### src/rtl/deser_pkg.sv
// Shared types and default parameters for the serial-to-parallel word queue.
package deser_pkg;

   localparam int WIDTH_DEF      = 8;
   localparam int DEPTH_DEF      = 8;
   localparam int SAMPLE_DIV_DEF = 10;
   localparam int LSB_FIRST_DEF  = 0;

   typedef enum logic [1:0] {
      IDLE  = 2'd0,
      SHIFT = 2'd1,
      HOLD  = 2'd2
   } deser_state_e;

endpackage

### src/rtl/word_fifo.sv
// First-word-fall-through word queue; pop on empty is ignored, push+pop when full both succeed.
module word_fifo #(
   parameter int WIDTH = 8,
   parameter int DEPTH = 8
) (
   input  logic                   clock1M,
   input  logic                   rst_n,
   input  logic                   push,
   input  logic                   pop,
   input  logic [WIDTH-1:0]       din,
   output logic                   full,
   output logic                   empty,
   output logic [$clog2(DEPTH):0] count,
   output logic [WIDTH-1:0]       head
);
   localparam int AW = $clog2(DEPTH);
   localparam logic [AW:0] FULL_CNT = (AW+1)'(DEPTH);

   logic [WIDTH-1:0] mem [DEPTH];
   logic [AW-1:0]    wr_ptr;
   logic [AW-1:0]    rd_ptr;
   logic             do_push;
   logic             do_pop;

   assign full    = (count == FULL_CNT);
   assign empty   = (count == '0);
   assign head    = mem[rd_ptr];
   assign do_pop  = pop && !empty;
   assign do_push = push && (!full || do_pop);

   always_ff @(posedge clock1M) begin
      if (do_push) begin
         mem[wr_ptr] <= din;
      end
   end

   // DEPTH is a power of two, so the pointers wrap by plain overflow.
   always_ff @(posedge clock1M or negedge rst_n) begin
      if (!rst_n) begin
         wr_ptr <= '0;
         rd_ptr <= '0;
         count  <= '0;
      end else begin
         if (do_push) wr_ptr <= wr_ptr + AW'(1);
         if (do_pop)  rd_ptr <= rd_ptr + AW'(1);
         case ({do_push, do_pop})
            2'b10:   count <= count + (AW+1)'(1);
            2'b01:   count <= count - (AW+1)'(1);
            default: count <= count;
         endcase
      end
   end

endmodule

### src/rtl/deser_queue.sv
// Samples a serial stream into WIDTH-bit words and queues them for a consumer.
//   state | meaning
//   IDLE  | no partial word, waiting for a sample tick with write_in high
//   SHIFT | partial word being assembled
//   HOLD  | complete word waiting for queue space; incoming bits are dropped
module deser_queue
   import deser_pkg::*;
#(
   parameter int WIDTH      = WIDTH_DEF,
   parameter int DEPTH      = DEPTH_DEF,
   parameter int SAMPLE_DIV = SAMPLE_DIV_DEF,
   parameter int LSB_FIRST  = LSB_FIRST_DEF
) (
   input  logic                   clock1M,
   input  logic                   reset,
   input  logic                   data_in,
   input  logic                   write_in,
   input  logic                   dequeue_in,
   input  logic                   clear_in,
   output logic [WIDTH-1:0]       data_out,
   output logic                   data_valid,
   output logic [$clog2(DEPTH):0] len_out,
   output logic                   status_out,
   output logic                   overflow_out
);
   localparam int CW = (SAMPLE_DIV > 1) ? $clog2(SAMPLE_DIV) : 1;
   localparam int BW = $clog2(WIDTH);
   localparam logic [CW-1:0] SAMPLE_LAST = CW'(SAMPLE_DIV - 1);
   localparam logic [BW-1:0] BIT_LAST    = BW'(WIDTH - 1);

   logic [1:0]             rst_pipe;
   logic                   rst_n;
   logic [CW-1:0]          sample_cnt;
   logic                   tick;
   deser_state_e           state;
   deser_state_e           state_next;
   logic [BW-1:0]          bit_cnt;
   logic [BW-1:0]          bit_cnt_next;
   logic [WIDTH-1:0]       shift_reg;
   logic [WIDTH-1:0]       shift_next;
   logic [WIDTH-1:0]       shifted;
   logic [WIDTH-1:0]       hold_reg;
   logic [WIDTH-1:0]       hold_next;
   logic                   push;
   logic                   ovf_set;
   logic                   fifo_full;
   logic                   fifo_empty;
   logic [$clog2(DEPTH):0] fifo_count;
   logic [WIDTH-1:0]       fifo_head;

   // Assertion is immediate; release reaches the rest of the block two edges later.
   always_ff @(posedge clock1M or negedge reset) begin
      if (!reset) rst_pipe <= 2'b00;
      else        rst_pipe <= {rst_pipe[0], 1'b1};
   end
   assign rst_n = rst_pipe[1];

   assign tick = (sample_cnt == SAMPLE_LAST);

   always_ff @(posedge clock1M or negedge rst_n) begin
      if (!rst_n) sample_cnt <= '0;
      else        sample_cnt <= tick ? '0 : sample_cnt + CW'(1);
   end

   assign shifted = (LSB_FIRST != 0) ? {data_in, shift_reg[WIDTH-1:1]}
                                     : {shift_reg[WIDTH-2:0], data_in};

   always_comb begin
      state_next   = state;
      bit_cnt_next = bit_cnt;
      shift_next   = shift_reg;
      hold_next    = hold_reg;
      push         = 1'b0;
      ovf_set      = 1'b0;
      case (state)
         IDLE, SHIFT: begin
            if (tick) begin
               if (write_in) begin
                  if (bit_cnt == BIT_LAST) begin
                     hold_next    = shifted;
                     shift_next   = '0;
                     bit_cnt_next = '0;
                     state_next   = HOLD;
                  end else begin
                     shift_next   = shifted;
                     bit_cnt_next = bit_cnt + BW'(1);
                     state_next   = SHIFT;
                  end
               end else begin
                  shift_next   = '0;
                  bit_cnt_next = '0;
                  state_next   = IDLE;
               end
            end
         end
         HOLD: begin
            ovf_set = tick && write_in;
            if (!fifo_full || dequeue_in) begin
               push       = 1'b1;
               state_next = IDLE;
            end
         end
         default: state_next = IDLE;
      endcase
   end

   always_ff @(posedge clock1M or negedge rst_n) begin
      if (!rst_n) begin
         state     <= IDLE;
         bit_cnt   <= '0;
         shift_reg <= '0;
         hold_reg  <= '0;
      end else begin
         state     <= state_next;
         bit_cnt   <= bit_cnt_next;
         shift_reg <= shift_next;
         hold_reg  <= hold_next;
      end
   end

   // A dropped bit outranks a same-cycle clear.
   always_ff @(posedge clock1M or negedge rst_n) begin
      if (!rst_n)        overflow_out <= 1'b0;
      else if (ovf_set)  overflow_out <= 1'b1;
      else if (clear_in) overflow_out <= 1'b0;
   end

   assign status_out = (state != HOLD);

   word_fifo #(
      .WIDTH (WIDTH),
      .DEPTH (DEPTH)
   ) u_fifo (
      .clock1M (clock1M),
      .rst_n   (rst_n),
      .push    (push),
      .pop     (dequeue_in),
      .din     (hold_reg),
      .full    (fifo_full),
      .empty   (fifo_empty),
      .count   (fifo_count),
      .head    (fifo_head)
   );

   // Consumer-facing view lags the queue by one edge.
   always_ff @(posedge clock1M or negedge rst_n) begin
      if (!rst_n) begin
         len_out    <= '0;
         data_valid <= 1'b0;
         data_out   <= '0;
      end else begin
         len_out    <= fifo_count;
         data_valid <= !fifo_empty;
         data_out   <= fifo_empty ? '0 : fifo_head;
      end
   end

endmodule

### config.mk
export PLATFORM = sky130hd
export DESIGN_NAME = deser_queue
export DESIGN_NICKNAME = d
export VERILOG_FILES = /design/src/rtl/deser_pkg.sv /design/src/rtl/word_fifo.sv /design/src/rtl/deser_queue.sv
export SDC_FILE = /design/constraint.sdc
export NUM_CORES = 1
export LEC_CHECK = 0
export CORE_AREA = 2 2 96 98
export CTS_CLUSTER_SIZE = 30
export DETAILED_ROUTE_END_ITERATION = 10
export DIE_AREA = 0 0 98 100
export PLACE_DENSITY_LB_ADDON = 0.12
export SETUP_SLACK_MARGIN = 0.05
export SLEW_MARGIN = 10
export SYNTH_ARGS = -nofsm -noshare
export SYNTH_HDL_FRONTEND = slang
export SYNTH_HIERARCHICAL = 1
export SYNTH_SLANG_ARGS = --single-unit
### constraint.sdc
create_clock -name clock1M -period 2 [get_ports clock1M]
set_input_delay 0.2 -clock clock1M [delete_from_list [all_inputs] [get_ports clock1M]]
set_output_delay 0.2 -clock clock1M [all_outputs]
set_load 0.02 [all_outputs]
# Word level (Yosys, flattened, before mapping)
# Memory sizes are Yosys's and may differ from the RTL's.
# Index checks and enable logic that the tools add are counted.
# totals
ff_bits	50
ram_bits	64
in_bits	6
n_memories	1
# memory_table
memory	depth	word_bits	read_ports	rd_ports_with_merged_regs	write_ports	line_no	rtl
u_fifo.mem	8	8	1	0	1	word_fifo.sv:19	logic [WIDTH-1:0] mem [DEPTH];
# classes
addsub	6
n_eq_ne	10
muxes	19
n_reduce_logical	15
# op_table
operator	count
two-way mux 7 bit	2
adder 3 x 1 -> 3 bit (second input constant)	3
adder 4 x 1 -> 4 bit (second input constant)	2
equality test 4 bit (second input constant)	2
two-way mux 2 bit	4
two-way mux 8 bit	1
case mux 4 bit (2 select lines)	1
two-way mux 1 bit	7
two-way mux 3 bit	2
!= test 2 bit (second input constant)	3
equality test 2 x 1 -> 1 bit (second input constant)	2
equality test 2 bit (second input constant)	2
logical NOT 4 bit	1
two-way mux 4 bit	1
case mux 2 bit (2 select lines)	1
AND reduction 2 bit	2
AND reduction 4 bit	1
nonzero test 2 bit	2
subtractor 4 x 1 -> 4 bit (second input constant)	1
equality test 3 bit (second input constant)	1
logical AND 1 bit	3
logical NOT 1 bit	2
logical NOT 2 bit	1
logical OR 1 bit	2
OR reduction 2 bit	1

# Logic depth before layout (Yosys ltp)
# Gate-level depths: netlist (run 1).
# depth
ltp_word	8
mapped_depth	13

# Cells and area by module
# Netlist (run 1), hierarchy kept.
# by_module_without_submodules
mod	instances	cells_each	area_per_inst_um2	seq_area_each_um2
word_fifo	1	164	3155.5	2172.1
deser_queue	1	119	1517.7	1001.0

# Worst setup path before layout (run 1)
# Ideal clock, no wire load.
# synth_path
kind	flip-flop to flip-flop
startpoint	register u_fifo.count[1]
endpoint	register u_fifo.count[3]
setup_ns	0.069
arrival_ns	2.728
slack_ns	-0.797
stages_incl_launch_ff	14
synth_period_minus_slack_ns	2.797
cell_sequence	dfrtp_1 > or3_1 > buf_6 > nor2_1 > nand2b_1 > nor2b_1 > buf_2 > or2_2 > inv_1 > ha_1 > or2_2 > nand3_1 > mux2_2 > nand3b_1
# synth_via
elab_chain_len	8
# synth_lines
item	line_no	rtl
from (decl)	word_fifo.sv:13	output logic [$clog2(DEPTH):0] count,
from (signal assigned)	word_fifo.sv:47	2'b10: count <= count + (AW+1)'(1);
from (signal assigned)	word_fifo.sv:48	2'b01: count <= count - (AW+1)'(1);
from (signal assigned)	word_fifo.sv:49	default: count <= count;
equality test 4 bit (*)	word_fifo.sv:25	assign full = (count == FULL_CNT);
named net fifo_full	deser_queue.sv:46	logic fifo_full;
logical NOT 1 bit (*)	deser_queue.sv:98	if (!fifo_full || dequeue_in) begin
logical OR 1 bit (*)	deser_queue.sv:98	
two-way mux 1 bit (*)	deser_queue.sv:98	
two-way mux 1 bit (*)	deser_queue.sv:75	case (state)
named net push	deser_queue.sv:44	logic push;
logical AND 1 bit (*)	word_fifo.sv:29	assign do_push = push && (!full || do_pop);
equality test 2 x 1 -> 1 bit / equality test 2 bit (equally long branches)	word_fifo.sv:46	case ({do_push, do_pop})
case mux 4 bit (2 select lines) / nonzero test 2 bit (equally long branches)	--	
# The timed path passes the listed nets; every way through them passes the cells marked *.
# A chain may end at the register's enable or synchronous reset.

# Final worst setup path (run 1)
# layout_path
startpoint	register u_fifo.count[2]
endpoint	register u_fifo.count[3]
# The elaborated chain is that of the path after synthesis.

==> results of run 1 <==
## logic make-up after synthesis
group / Yosys count / share of synthesized area
flip-flops: 114 / 0.6790
XOR/XNOR: 7 / 0.01312
adder cells (fa/ha/maj): 8 / 0.02302
buffers and inverters: 20 / 0.02356
multiplexers: 39 / 0.1454
other: 1 / 0.0008024
AO/OA/AOI/OAI: 33 / 0.04445
AND/OR/NAND/NOR: 61 / 0.07068
## synthesized netlist by cell type, drive strengths merged, types with 4 or more instances
| master | instances | share of area |
|---|---|---|
| edfxtp | 64 | 0.41 |
| or3 | 4 | 0.0054 |
| nand2b | 6 | 0.0080 |
| ha | 7 | 0.019 |
| dfrtp | 50 | 0.27 |
| inv | 10 | 0.0080 |
| o21ai | 23 | 0.025 |
| nand2 | 21 | 0.017 |
| xnor2 | 5 | 0.0094 |
| nor2b | 10 | 0.013 |
| nor2 | 10 | 0.0096 |
| mux4 | 16 | 0.090 |
| mux2 | 20 | 0.049 |
| buf | 7 | 0.013 |
## power by group
part	total [mW]	internal, mW	leakage, nW	switching (mW)
clock	2.80	1.76	0.266	1.04
sequential	2.93	2.72	1.19	0.211
combinational	1.83	1.07	0.836	0.762
## worst max-delay path by stage
stage	start	endpoint
finish	u_fifo/count[2]	u_fifo/count[3]
global route	u_fifo/count[2]	u_fifo/count[3]
CTS	u_fifo/count[2]	u_fifo/count[3]
detailed placement	u_fifo/count[2]	u_fifo/count[3]
global placement	u_fifo/count[2]	u_fifo/count[3]
floorplan	u_fifo/count[2]	u_fifo/count[3]
## per-stage QoR
step	area (um^2)	power [mW]
finish	5986	7.555
global route	5986	7.911
CTS	6030	7.616
detailed placement	5383	4.744
global placement	5383	4.693
floorplan	4775	4.154
## final cells by class
type	instances	area, um^2
repair buffers	54	518.0
inverters	10	40.04
fillers	622	2904
clock buffers	18	417.9
well taps	111	138.9
clock inverters	14	141.4
multi-input cells	149	1555
flip-flops and latches	114	3174
## routing by layer
layer,global-route usage,up-vias,wire length (um)
met3,0.05780,10,233
met4,0.07372,0,94
met5,0,-,0
li1,-,1189,-
met2,0.3156,43,4165
met1,0.2427,1280,3855
## worst register-to-register path, delay by kind of cell (launching register included)
kind | cells | cell delay (ns)
mux | 1 | 0.30
flops | 1 | 0.38
buf+inv | 1 | 0.06
fa+ha+maj | 1 | 0.18
compound gates | 1 | 0.30
simple gates | 7 | 1.15
## timing repair
item                       4_1_cts  5_1_grt
pin swaps                        9        5
gates resized for setup         16        4
hold buffers                     1        0
setup endpoints to repair       69       72
hold endpoints to repair         2        0
buffers inserted                15        3
cloned                           0        0
==> flow_metrics.py, run 1 <==
metrics = {
    "status": {
        "status": "finished with violations",
        "violations": "setup timing",
    },
    "timing": {
        "hold_viol_final": 0,
        "setup_violations": 71,
        "rsz0062_at_grt": "yes",
        "finalCriticalPeriod_ns": 2.425,
        "hold_ws_ns": 0.2497,
        "slew_headroom": 0.5438,
        "fin_setup_tns_ns": -9.161,
        "setup_slack_ns": -0.4246,
        "drv_slew": 0,
        "final.period_utilization": 1.212,
        "tightest_slew_ns": 0.6843,
        "fmax_mhz": 412.4,
        "skew_ns": 0.01137,
    },
    "finish": {
        "final_cell_mix": "edfxtp_1, dfrtp_1, buf_4",
        "final_util": 0.6733,
        "final_cells": 470,
        "diodes": 0,
        "final_common_cell": "edfxtp_1",
        "largest_reg_flops": 64,
        "nets": 360,
        "syn_to_final_growth_pct": 28.09,
        "drive_gt1_frac": 0.3203,
    },
    "place": {
        "dp_cells": 433,
        "hpwl_um": 4992,
        "place_ws_ns": -0.4718,
        "place_congestion": 0.7480,
        "port_buffers": 20,
    },
    "route": {
        "wl_per_cell_um": 17.76,
        "totalWireLength_um": 8348,
        "via_count": 2522,
        "drt-initial-drc-count": 147,
        "antenna_left": 0,
        "avgViaCountPerCell": 5.366,
        "route.detailed.drc": 0,
        "first_pass_iters": 4,
    },
    "die": {
        "die_w_um": 98,
        "dieArea_um2": 9800,
        "initial_utilization": 0.5257,
        "ioPinCount": 21,
        "design.core.area_um2": 8890,
        "fp-row-count": 35,
        "dieHeight_um": 100,
    },
    "worst_setup_path": {
        "r2r-start": "u_fifo/count[2]",
        "critPathMaxStageDelay_ns": 0.41,
        "crit_path_top_delay_cell": "or3_4",
        "critPathKind": "reg -> reg",
        "cp_max_fo": 2,
        "rr_worst_depth": 11,
        "rrSetupSlack_ns": -0.42,
        "cp.arrival_ns": 2.87,
        "path_delay_family": "simple AND/OR/NAND/NOR gates",
        "path_cells": "or3_4 > nor2_2 > nand2b_1 > nor2b_4 > or2_4 > inv_4 > ha_4 > a211o_1 > nand3_2 > mux2_4 > nand3b_1",
        "worst-path-buf-inv": 1,
        "worstPathRequired_ns": 2.45,
        "path_depth": 11,
        "setup.worst_path.end_class": "register",
        "worstSetupStartpointType": "register",
        "r2r_end": "u_fifo/count[3]",
    },
    "logic_synthesis": {
        "syn_area_per_cell_um2": 16.51,
        "synthFlopType": "edfxtp_1",
        "syn-num-nets": 297,
        "netlist_area_um2": 4673,
        "ys_warn_count": 6,
        "synthCells": 283,
        "async_flop_share": 0.4386,
        "ys_types": 40,
        "ys_seq_elements": 114,
        "ys_seq_area_frac": 0.6790,
        "synth_edf_count": 64,
    },
    "clock_tree": {
        "cts-buffers-inserted": 17,
        "clock_latency_ns": 0.51,
        "numClockSinks": 114,
        "cts_tree": "done",
        "clk_pin_slew_ns": 0.06,
        "h-tree-depth": 4,
        "cts_buffer_depth": 2,
        "clock_tree.root_cell": "clkbuf_8",
    },
    "min_path": {
        "hold_class": "reg -> async",
    },
    "global_route": {
        "grt_pass1_wl_um": 13760,
        "grt_max_degree": 49,
        "grtUsageTotal": 0.1918,
        "grt_pass1_vias": 2694,
        "antenna_found_initial": 0,
        "gr-total-overflow": 0,
    },
    "power_and_ir_drop": {
        "cellLeakagePower_nw": 2.293,
        "power_density_nw_per_um2": 1262,
        "ir_drop_mv": 0.7195,
    },
    "job": {
        "maxCapViolCount": 0,
    },
}
Power figures use the tool's default switching activity.
==> run 2: changes to the inputs <==
--- a/config.mk
+++ b/config.mk
@@ -5,6 +5,7 @@
 export SDC_FILE = /design/constraint.sdc
 export NUM_CORES = 1
 export LEC_CHECK = 0
+export ABC_AREA = 0
 export CORE_AREA = 2 2 96 98
 export CTS_CLUSTER_SIZE = 30
 export DETAILED_ROUTE_END_ITERATION = 10
==> results of run 2 <==
Same layout as run 1: the final DEF is identical, and so are final timing and power.
==> run 3: changes to the inputs <==
--- a/config.mk
+++ b/config.mk
@@ -10,7 +10,7 @@
 export CTS_CLUSTER_SIZE = 30
 export DETAILED_ROUTE_END_ITERATION = 10
 export DIE_AREA = 0 0 98 100
-export PLACE_DENSITY_LB_ADDON = 0.12
+export PLACE_DENSITY = 0.83
 export SETUP_SLACK_MARGIN = 0.05
 export SLEW_MARGIN = 10
 export SYNTH_ARGS = -nofsm -noshare
==> constraint.sdc (replaced) <==
create_clock -name clock1M -period 2.6 [get_ports clock1M]
set_input_delay 0.26 -clock clock1M [delete_from_list [all_inputs] [get_ports clock1M]]
set_output_delay 0.26 -clock clock1M [all_outputs]
set_load 0.02 [all_outputs]
==> run 3 against run 2 <==
Effect of this change:
- the run now ends clean
- non-clock buffer count shrank 11
- hold slack improved by 0.033 ns
- core utilization fell by 2.2 points
- clock skew fell by 0.0028 ns
- setup slack better by 0.51 ns
- maximum frequency decreased by 3.6%
- sequential power fell by 23%
- register-to-register slack improved by 0.51 ns
- routed wire length increased by 1.9%
- critical path type unchanged
- clock power down 14%
==> flow_metrics.py, run 3 (synthesis gave the netlist of run 1 again) <==
metrics = {
    "place": {
        "dp_cells": 424,
        "port_buffers": 20,
        "hpwl_um": 5078,
        "place_congestion": 0.7803,
    },
    "global_route": {
        "grt_max_degree": 30,
        "grt_pass1_vias": 2577,
        "grt_pass1_wl_um": 13480,
        "antenna_found_initial": 0,
        "grtUsageTotal": 0.1913,
        "gr-total-overflow": 0,
    },
    "power_and_ir_drop": {
        "cellLeakagePower_nw": 2.246,
        "share_comb_of_total_power": 0.227,
        "intPower_mw": 4.526,
        "p_clk_frac": 0.399,
        "ir_drop_mv": 0.5529,
        "p_sw_mw": 1.511,
        "switching_share": 0.2502,
        "power.share.sequential": 0.373,
        "power_density_nw_per_um2": 1042,
    },
    "die": {
        "dieHeight_um": 100,
        "design.core.area_um2": 8890,
        "ioPinCount": 21,
        "fp-row-count": 35,
        "die_w_um": 98,
        "initial_utilization": 0.5257,
        "dieArea_um2": 9800,
    },
    "status": {
        "status": "finished clean",
    },
    "finish": {
        "multi_input_area_um2": 1443,
        "final_cell_mix": "edfxtp_1, dfrtp_1, buf_4",
        "diodes": 0,
        "final_util": 0.6518,
        "final_cells": 459,
        "final_common_cell": "edfxtp_1",
        "syn_to_final_growth_pct": 23.99,
        "nFillCells": 581,
        "largest_reg_flops": 64,
        "register_area_um2": 3174,
        "nets": 349,
        "drive_gt1_frac": 0.2443,
    },
    "timing": {
        "drv_slew": 0,
        "fmax_mhz": 397.6,
        "rsz0062_at_grt": "no",
        "slew_headroom": 0.5149,
        "tightest_slew_ns": 0.7277,
        "setup_violations": 0,
        "final.period_utilization": 0.9673,
        "hold_viol_final": 0,
        "skew_ns": 0.008554,
        "finalCriticalPeriod_ns": 2.515,
    },
    "clock_tree": {
        "clock_latency_ns": 0.52,
        "cts-buffers-inserted": 17,
        "clock_tree.root_cell": "clkbuf_8",
        "cts_buffer_depth": 2,
        "numClockSinks": 114,
        "clk_pin_slew_ns": 0.05,
        "cts_tree": "done",
        "h-tree-depth": 4,
    },
    "route": {
        "drt-initial-drc-count": 170,
        "wl_per_cell_um": 18.54,
        "totalWireLength_um": 8508,
        "route.detailed.drc": 0,
        "avgViaCountPerCell": 5.538,
        "first_pass_iters": 5,
        "antenna_left": 0,
        "via_count": 2542,
    },
    "worst_setup_path": {
        "critPathMaxStageDelay_ns": 0.40,
        "path_cells": "or3_4 > nor2_2 > nand2b_1 > nor2b_4 > or2_4 > inv_4 > ha_1 > or2_4 > nand3_2 > mux2_4 > nand3b_1",
        "worstSetupStartpointType": "register",
        "r2r-start": "u_fifo/count[1]",
        "rrSetupSlack_ns": 0.09,
        "cp.arrival_ns": 2.95,
        "crit_path_frequent_cell": "or2_4",
        "setup.worst_path.end_class": "register",
        "crit_path_top_delay_cell": "or3_4",
        "worstPathRequired_ns": 3.04,
        "rr_worst_depth": 11,
        "r2r_end": "u_fifo/count[3]",
        "cp_max_fo": 2,
        "critPathKind": "reg -> reg",
    },
    "job": {
        "maxCapViolCount": 0,
    },
    "min_path": {
        "hold_class": "reg -> async",
    },
}
==> run 3: power groups by stage <==
| stage | sequential [mW] | combinational (mW) | clock, mW |
|---|---|---|---|
| floorplan | 2.35 | 0.841 | 0 |
| global placement | 2.27 | 1.26 | 0 |
| detailed placement | 2.29 | 1.31 | 0 |
| CTS | 2.26 | 1.35 | 2.45 |
| global route | 2.28 | 1.48 | 2.54 |
| finish | 2.25 | 1.37 | 2.41 |
==> run 3: per-layer routing <==
layer	wire length (um)	up-vias	global-route usage
met2	4632	68	0.3340
met3	355	10	0.06476
met5	0	-	0
li1	-	1167	-
met4	98	0	0.07906
met1	3422	1297	0.2170
==> run 3: layout make-up <==
class	instances	share of cell area
clock inverter	12	0.03239
tap	111	0.02397
clock buffer	20	0.07515
multi-input combinational	149	0.2490
timing repair buffer	43	0.06478
inverter	10	0.006910
sequential	114	0.5478
==> run 3: critical path: cells and delay by family, from the launching register on <==
family / cells / cell delay [ns]
fa+ha+maj: 1 / 0.26
buf+inv: 1 / 0.07
flops: 1 / 0.37
mux: 1 / 0.30
simple gates: 8 / 1.45
==> run 3: how the worst max path moves through the flow <==
stage | from | end | slack [ns] | depth (start not counted)
2_1_floorplan | u_fifo/count[2] | u_fifo/count[3] | -0.06 | 13
3_3_place_gp | u_fifo/count[2] | u_fifo/count[3] | 0.20 | 11
3_5_place_dp | u_fifo/count[2] | u_fifo/count[3] | 0.08 | 11
4_1_cts | u_fifo/count[2] | u_fifo/count[3] | 0.06 | 11
5_1_grt | u_fifo/count[1] | u_fifo/count[3] | 0.02 | 11
6_report | u_fifo/count[1] | u_fifo/count[3] | 0.09 | 11
==> run 3: timing repair <==
item | CTS | global route
hold buffers | 1 | 0
hold endpoints to repair | 2 | 0
endpoints found under the setup margin | 0 | 1
setup buffers | 0 | 2
gates resized for setup | 0 | 7
==> run 3: through the flow <==
step	setup TNS (ns)	area, um^2	hold WS [ns]	total power [mW]	setup WS [ns]
floorplan	-0.05762	4702	-0.03559	3.192	-0.05762
global placement	0	5117	0.2959	3.533	0.1962
detailed placement	0	5117	0.3058	3.595	0.07914
CTS	0	5751	0.2986	6.053	0.05657
global route	0	5794	0.3169	6.299	0.01988
finish	0	5794	0.2826	6.036	0.08507
